<file path="config.mk">
export PLATFORM = sky130hd
export DESIGN_NAME = adder_pipe_flat
export DESIGN_NICKNAME = d
export VERILOG_FILES = /design/src/rtl/adder_pipe_if.sv /design/src/rtl/adder_pipe.sv /design/src/flat_wrapper.sv
export SDC_FILE = /design/constraint.sdc
export NUM_CORES = 1
export LEC_CHECK = 0
export ABC_AREA = 1
export CELL_PAD_IN_SITES_DETAIL_PLACEMENT = 0
export CELL_PAD_IN_SITES_GLOBAL_PLACEMENT = 1
export CORE_MARGIN = 4
export CORE_UTILIZATION = 39
export DETAILED_ROUTE_END_ITERATION = 8
export PLACE_DENSITY = 0.82
export RECOVER_POWER = 50
export SYNTH_ARGS = -nofsm -noshare
export SYNTH_HDL_FRONTEND = slang
export SYNTH_SLANG_ARGS = --single-unit
</file>
<file path="constraint.sdc">
create_clock -name clk -period 5.2 [get_ports clk]
set_input_delay 0.78 -clock clk [delete_from_list [all_inputs] [get_ports clk]]
set_output_delay 0.78 -clock clk [all_outputs]
set_load 0.03 [all_outputs]
</file>
<file path="src/rtl/adder_pipe_if.sv">
`default_nettype none
// +----------------------------------------------------------------------------+
// | Module      : adder_pipe_if                                                |
// | Description : Operand/result handshake bundle for adder_pipe.              |
// |               Upstream side: in_valid/in_ready with in1, in2, op, cin.     |
// |               Downstream side: out_valid/out_ready with o, cout, ovf, zero.|
// |               master = traffic source/sink, slave = the adder itself.      |
// | Revision    : 1.0 - initial release                                        |
// +----------------------------------------------------------------------------+
interface adder_pipe_if #(
  parameter int WIDTH = 32
);
  logic             in_valid;
  logic             in_ready;
  logic [WIDTH-1:0] in1;
  logic [WIDTH-1:0] in2;
  logic [1:0]       op;
  logic             cin;
  logic             out_valid;
  logic             out_ready;
  logic [WIDTH-1:0] o;
  logic             cout;
  logic             ovf;
  logic             zero;

  modport master (
    output in_valid, in1, in2, op, cin, out_ready,
    input  in_ready, out_valid, o, cout, ovf, zero
  );

  modport slave (
    input  in_valid, in1, in2, op, cin, out_ready,
    output in_ready, out_valid, o, cout, ovf, zero
  );
endinterface
`default_nettype wire

</file>
<file path="src/rtl/adder_pipe.sv">
`default_nettype none
// +----------------------------------------------------------------------------+
// | Module      : adder_pipe                                                   |
// | Description : Pipelined WIDTH-bit add/subtract split into STAGES segments  |
// |               of SEG = WIDTH/STAGES bits, carry registered between them.   |
// |               Valid/ready flow control, op select, carry-in and            |
// |               carry/overflow/zero flags registered with the result.        |
// | Ports       : clk    - rising-edge clock                                   |
// |               rst_n  - synchronous active-low reset                        |
// |               bus    - adder_pipe_if.slave (operands in, result out)       |
// | Revision    : 1.0 - initial release                                        |
// +----------------------------------------------------------------------------+
module adder_pipe #(
  parameter int WIDTH  = 32,
  parameter int STAGES = 2
) (
  input  wire logic    clk,
  input  wire logic    rst_n,
  adder_pipe_if.slave  bus
);
  localparam int SEG  = WIDTH / STAGES;
  localparam int LAST = STAGES - 1;

  // Per-stage view: what stage k sees (a, b', carry, partial sum, valid) and
  // what it produces (partial sum with segment k filled in, carry out).
  logic [WIDTH-1:0] w_a_in  [STAGES];
  logic [WIDTH-1:0] w_b_in  [STAGES];
  logic [WIDTH-1:0] w_s_in  [STAGES];
  logic [WIDTH-1:0] w_s_out [STAGES];
  logic             w_c_in  [STAGES];
  logic             w_c_out [STAGES];
  logic             w_v_in  [STAGES];
  logic [SEG-1:0]   w_seg   [STAGES];

  logic             w_adv;
  logic [WIDTH-1:0] w_b_prep;
  logic             w_c0;
  logic             w_ovf;

  logic             r_out_valid;
  logic [WIDTH-1:0] r_o;
  logic             r_cout;
  logic             r_ovf;
  logic             r_zero;

  // The whole pipe moves as one; it only stalls when a result is parked.
  assign w_adv        = !r_out_valid || bus.out_ready;
  assign bus.in_ready = w_adv;

  // Subtraction is A + ~B + 1; borrow-in variant uses cin in place of the 1.
  assign w_b_prep = bus.op[0] ? ~bus.in2 : bus.in2;

  always_comb begin
    w_c0 = 1'b0;
    case (bus.op)
      2'b00:   w_c0 = 1'b0;
      2'b01:   w_c0 = 1'b1;
      default: w_c0 = bus.cin;
    endcase
  end

  for (genvar k = 0; k < STAGES; k++) begin : g_stage
    if (k == 0) begin : g_first
      assign w_a_in[k] = bus.in1;
      assign w_b_in[k] = w_b_prep;
      assign w_c_in[k] = w_c0;
      assign w_s_in[k] = '0;
      assign w_v_in[k] = bus.in_valid;
    end else begin : g_reg
      logic [WIDTH-1:0] r_a;
      logic [WIDTH-1:0] r_b;
      logic [WIDTH-1:0] r_s;
      logic             r_c;
      logic             r_v;

      always_ff @(posedge clk) begin
        if (!rst_n) begin
          r_a <= '0;
          r_b <= '0;
          r_s <= '0;
          r_c <= 1'b0;
          r_v <= 1'b0;
        end else if (w_adv) begin
          r_a <= w_a_in[k-1];
          r_b <= w_b_in[k-1];
          r_s <= w_s_out[k-1];
          r_c <= w_c_out[k-1];
          r_v <= w_v_in[k-1];
        end
      end

      assign w_a_in[k] = r_a;
      assign w_b_in[k] = r_b;
      assign w_c_in[k] = r_c;
      assign w_s_in[k] = r_s;
      assign w_v_in[k] = r_v;
    end

    assign {w_c_out[k], w_seg[k]} = {1'b0, w_a_in[k][k*SEG +: SEG]}
                                  + {1'b0, w_b_in[k][k*SEG +: SEG]}
                                  + {{SEG{1'b0}}, w_c_in[k]};

    // Segments not yet computed are always zero in the partial sum, so OR
    // drops segment k into place without disturbing the finished ones.
    assign w_s_out[k] = w_s_in[k] | (WIDTH'(w_seg[k]) << (k * SEG));
  end

  assign w_ovf = (w_a_in[LAST][WIDTH-1] == w_b_in[LAST][WIDTH-1])
              && (w_s_out[LAST][WIDTH-1] != w_a_in[LAST][WIDTH-1]);

  // Result and flags load only from a real beat, so o keeps its last value
  // while bubbles pass through.
  always_ff @(posedge clk) begin
    if (!rst_n) begin
      r_out_valid <= 1'b0;
      r_o         <= '0;
      r_cout      <= 1'b0;
      r_ovf       <= 1'b0;
      r_zero      <= 1'b0;
    end else if (w_adv) begin
      r_out_valid <= w_v_in[LAST];
      if (w_v_in[LAST]) begin
        r_o    <= w_s_out[LAST];
        r_cout <= w_c_out[LAST];
        r_ovf  <= w_ovf;
        r_zero <= (w_s_out[LAST] == '0);
      end
    end
  end

  assign bus.out_valid = r_out_valid;
  assign bus.o         = r_o;
  assign bus.cout      = r_cout;
  assign bus.ovf       = r_ovf;
  assign bus.zero      = r_zero;

endmodule
`default_nettype wire
</file>
<file path="src/flat_wrapper.sv">
// flat-port wrapper written by rule: the top's interface ports become plain ports
module adder_pipe_flat 
#(
  parameter int WIDTH  = 32,
  parameter int STAGES = 2
)
  (clk, rst_n, bus_in_valid, bus_in1, bus_in2, bus_op, bus_cin, bus_out_ready, bus_in_ready, bus_out_valid, bus_o, bus_cout, bus_ovf, bus_zero);
  adder_pipe_if #(.WIDTH(WIDTH)) bus_i ();
  input  wire logic clk;
  input  wire logic rst_n;
  input wire logic [$bits(bus_i.in_valid)-1:0] bus_in_valid;
  input wire logic [$bits(bus_i.in1)-1:0] bus_in1;
  input wire logic [$bits(bus_i.in2)-1:0] bus_in2;
  input wire logic [$bits(bus_i.op)-1:0] bus_op;
  input wire logic [$bits(bus_i.cin)-1:0] bus_cin;
  input wire logic [$bits(bus_i.out_ready)-1:0] bus_out_ready;
  output wire logic [$bits(bus_i.in_ready)-1:0] bus_in_ready;
  output wire logic [$bits(bus_i.out_valid)-1:0] bus_out_valid;
  output wire logic [$bits(bus_i.o)-1:0] bus_o;
  output wire logic [$bits(bus_i.cout)-1:0] bus_cout;
  output wire logic [$bits(bus_i.ovf)-1:0] bus_ovf;
  output wire logic [$bits(bus_i.zero)-1:0] bus_zero;
  assign bus_i.in_valid = bus_in_valid;
  assign bus_i.in1 = bus_in1;
  assign bus_i.in2 = bus_in2;
  assign bus_i.op = bus_op;
  assign bus_i.cin = bus_cin;
  assign bus_i.out_ready = bus_out_ready;
  assign bus_in_ready = bus_i.in_ready;
  assign bus_out_valid = bus_i.out_valid;
  assign bus_o = bus_i.o;
  assign bus_cout = bus_i.cout;
  assign bus_ovf = bus_i.ovf;
  assign bus_zero = bus_i.zero;
  adder_pipe #(.WIDTH(WIDTH), .STAGES(STAGES)) u_core (.clk(clk), .rst_n(rst_n), .bus(bus_i));
endmodule
</file>
==> metrics.csv <==
stage;metric;value;unit
outcome;status;complete, but fails checks;
outcome;failing checks;max-capacitance violations, max-slew violations;
finish;commonest non-fill, non-tap cell in the layout;nand2_1;
drt;detailed-route vias per instance;4.90;
synthesis;top-area cell type share of the netlist area;33.4;%
drt;First-pass DRT Iterations;7;
clock_network;Post-CTS Setup Repair Bufs;0;
synthesis;Post-Synthesis Cells;740;
job;max cap viols;1;
worst_setup_path;WP data arrival;3.46;ns
clock_network;TritonCTS Sinks;86;
clock_network;CTS root buffer;clkbuf_16;
clock_network;Resized cells post-CTS;0;
synthesis;synth warn;0;
power;Leakage Power;3.23;nW
floorplanning;IO Pins;108;
drt;Post-route DRC;0;
timing;Tcrit/Tclk final;81.5;%
global_routing;Total GRT Usage;19.1;%
power;Flop pwr share;38.2;%
worst_hold_path;Min-Delay Path Class;reg2reg;
synthesis;sequential area share after synthesis;33.4;%
global_routing;first-pass GRT wire length;22800;um
timing;Least-Margin Pin Slew;1.83;ns
worst_setup_path;worst reg-to-reg path cell count;8;
clock_network;latest clock arrival within the worst-skew pair;0.34;ns
worst_setup_path;CP Max Fanout;40;
global_routing;initial antenna violation count;0;
finish;P&R area growth vs syn;28.9;%
synthesis;Post-Syn Nets;845;
power;VDD IR-drop max;166;uV
synthesis;post-synthesis cell type count;32;
floorplanning;Die Wd;123;um
drt;final WL;14000;um
power;combinational power share;29.8;%
finish;antenna diode count;0;
floorplanning;Core ar.;0.0128;sq mm
placement;DPL Wire Length;10800;um
clock_network;clock slew at reported path FFs;0.06;ns
power;fraction of power spent switching nets;33.3;%
timing;Setup TNS;0;ns
global_routing;largest net degree at the start of global routing;79;
synthesis;Avg Inst Size Synth;6.96;sq um
clock_network;number of buffers created by CTS;9;
timing;highest clock rate;236;MHz
synthesis;area leader, netlist;dfxtp_1;
power;Total Power;2.01;mW
timing;Clock Skew;0.00422;ns
power;Net Sw Power;668;uW
synthesis;mapped cell area;0.00515;sq mm
worst_setup_path;crit end category;primary output;
synthesis;Area contributors post-synth;dfxtp_1 (33%), nand2_1 (9.4%), o21ai_0 (7.5%);
finish;# nets final;939;
power;P per Cell Area;302;mW/mm^2
finish;most frequent cells in the layout;nand2_1 (129), inv_1 (93), nor2_1 (90);
drt;Starting DRT DRC Count;322;
clock_network;CTS H-Tree Depth;3;
drt;average routed wire per standard cell;13.9;um
floorplanning;number of core rows;41;
finish;share of cells above drive strength 1;5.72;%
timing;Final min period;4.24;ns
floorplanning;Die Y;123;um
power;Pint;1.34;mW
worst_hold_path;WHS Path Cells;2;
timing;hold_ws;0.474;ns
timing;final hold vios;0;
drt;Final ANT Viol Nets;0;
timing;Slew Limit Fails;41;
floorplanning;DIE AREA;0.0151;sq mm
synthesis;Yosys reg bits;86;
global_routing;total grt overflow;0;
placement;routability cong.;0.901;
finish;Final Non-Filler Cells;1011;
power;clock network fraction of total power;32.0;%
finish;fin util;52.0;%
timing;RSZ-0062 raised after global routing;no;
placement;placed cells;995;
worst_setup_path;critical path data required time;4.42;ns
timing;Rel. slew slack;-22.3;%
clock_network;cts-stage hold buffer count;0;
timing;final setup vio count;0;
worst_setup_path;Startpoint Class;input pin;
clock_network;CTS Buffer Depth;2;
drt;vias;4954;
clock_network;CTS tree;built;
global_routing;vias in the first global route;4622;
placement;Port Buf Inserts;107;
floorplanning;Starting Density;40.3;%
worst_setup_path;Setup CP Type;in2out;
-- sequential cells by signal, summed over array words and instances, names as in the netlist, 16 cells and up --
| signal | count |
|---|---|
| u_core.g_stage.g_reg.r_s | 16 |
| u_core.g_stage.g_reg.r_a | 16 |
| u_core.g_stage.g_reg.r_b | 16 |
| u_core.bus.o | 32 |
-- power groups by stage --
stage | Combinational (mW) | Sequential, mW | Clock (mW)
2_1_floorplan | 0.353 | 0.817 | 0
3_3_place_gp | 0.602 | 0.780 | 0
3_5_place_dp | 0.605 | 0.781 | 0
4_1_cts | 0.608 | 0.768 | 0.651
5_1_grt | 0.675 | 0.775 | 0.676
6_report | 0.598 | 0.766 | 0.642
-- final cells by class --
class / count / area [sq um]
tap: 172 / 215
timing repair buffer: 111 / 1080
fill: 1276 / 6140
multi-input combinational: 527 / 2950
sequential: 86 / 1720
inverter: 99 / 372
clock inverter: 6 / 61.3
clock buffer: 10 / 229
-- critical path, stage by stage --
cell	delay (ns)
dlygate4sd3_1	0.55
nor2_2	0.10
clkbuf_1	1.31
inv_2	0.04
clkdlybuf4s50_1	0.65
-- final timing paths --
path	endpoint	slack [ns]	from
max reg2reg	u_core.g_stage[1].g_reg.r_s[4]	1.97	u_core.bus.out_valid
min	u_core.bus.o[11]	0.47	u_core.g_stage[1].g_reg.r_s[11]
max	bus_in_ready	0.96	bus_out_ready
min reg2reg	u_core.bus.o[11]	0.47	u_core.g_stage[1].g_reg.r_s[11]
-- synth_stat cells --
cell type  number
ha_1           30
inv_1          93
inv_2           5
mux2_2          1
nand3_1        32
a31oi_1         1
clkinv_1        1
nand2_1       129
a21o_1          2
o21ai_1         1
o31ai_1         1
nor3_1          1
o21bai_1        6
nor2_1         91
xor2_1         25
xnor2_1        20
a21oi_2         3
buf_1           1
o21ai_0        77
o211a_1         1
nand2_2        11
buf_2           4
nand3_2         1
o211ai_1       16
nand3b_1        2
a21oi_1        57
fa_1            4
clkbuf_1       23
dfxtp_1        86
and2_1          2
nor2_2          6
nand4_1         7
-- kinds of logic (layout without fill, tap and decap cells) --
group,count (synthesis),after routing,synth area share (%)
compound gates,165,165,17.6
xor+xnor,45,45,7.65
fa+ha+maj,34,34,8.85
buf+inv,127,226,9.36
flops,86,86,33.4
mux,1,1,0.219
simple gates,282,282,22.9
-- stage by stage --
stage                     setup WS [ns]  cell area (sq um)
final                             0.965               6640
after global routing              0.784               6640
after CTS                          1.72               6640
after detailed placement           1.36               6350
after global placement             1.41               6350
after floorplan                    1.94               5150
-- metal layers --
metal | GRT usage [%] | vias up | wire (um)
li1 | - | 2579 | -
met1 | 28.2 | 2231 | 7260
met2 | 28.4 | 131 | 5910
met3 | 3.93 | 13 | 707
met4 | 4.55 | 0 | 153
met5 | 0 | - | 0
Note: power is estimated with default switching activity, not from simulation.
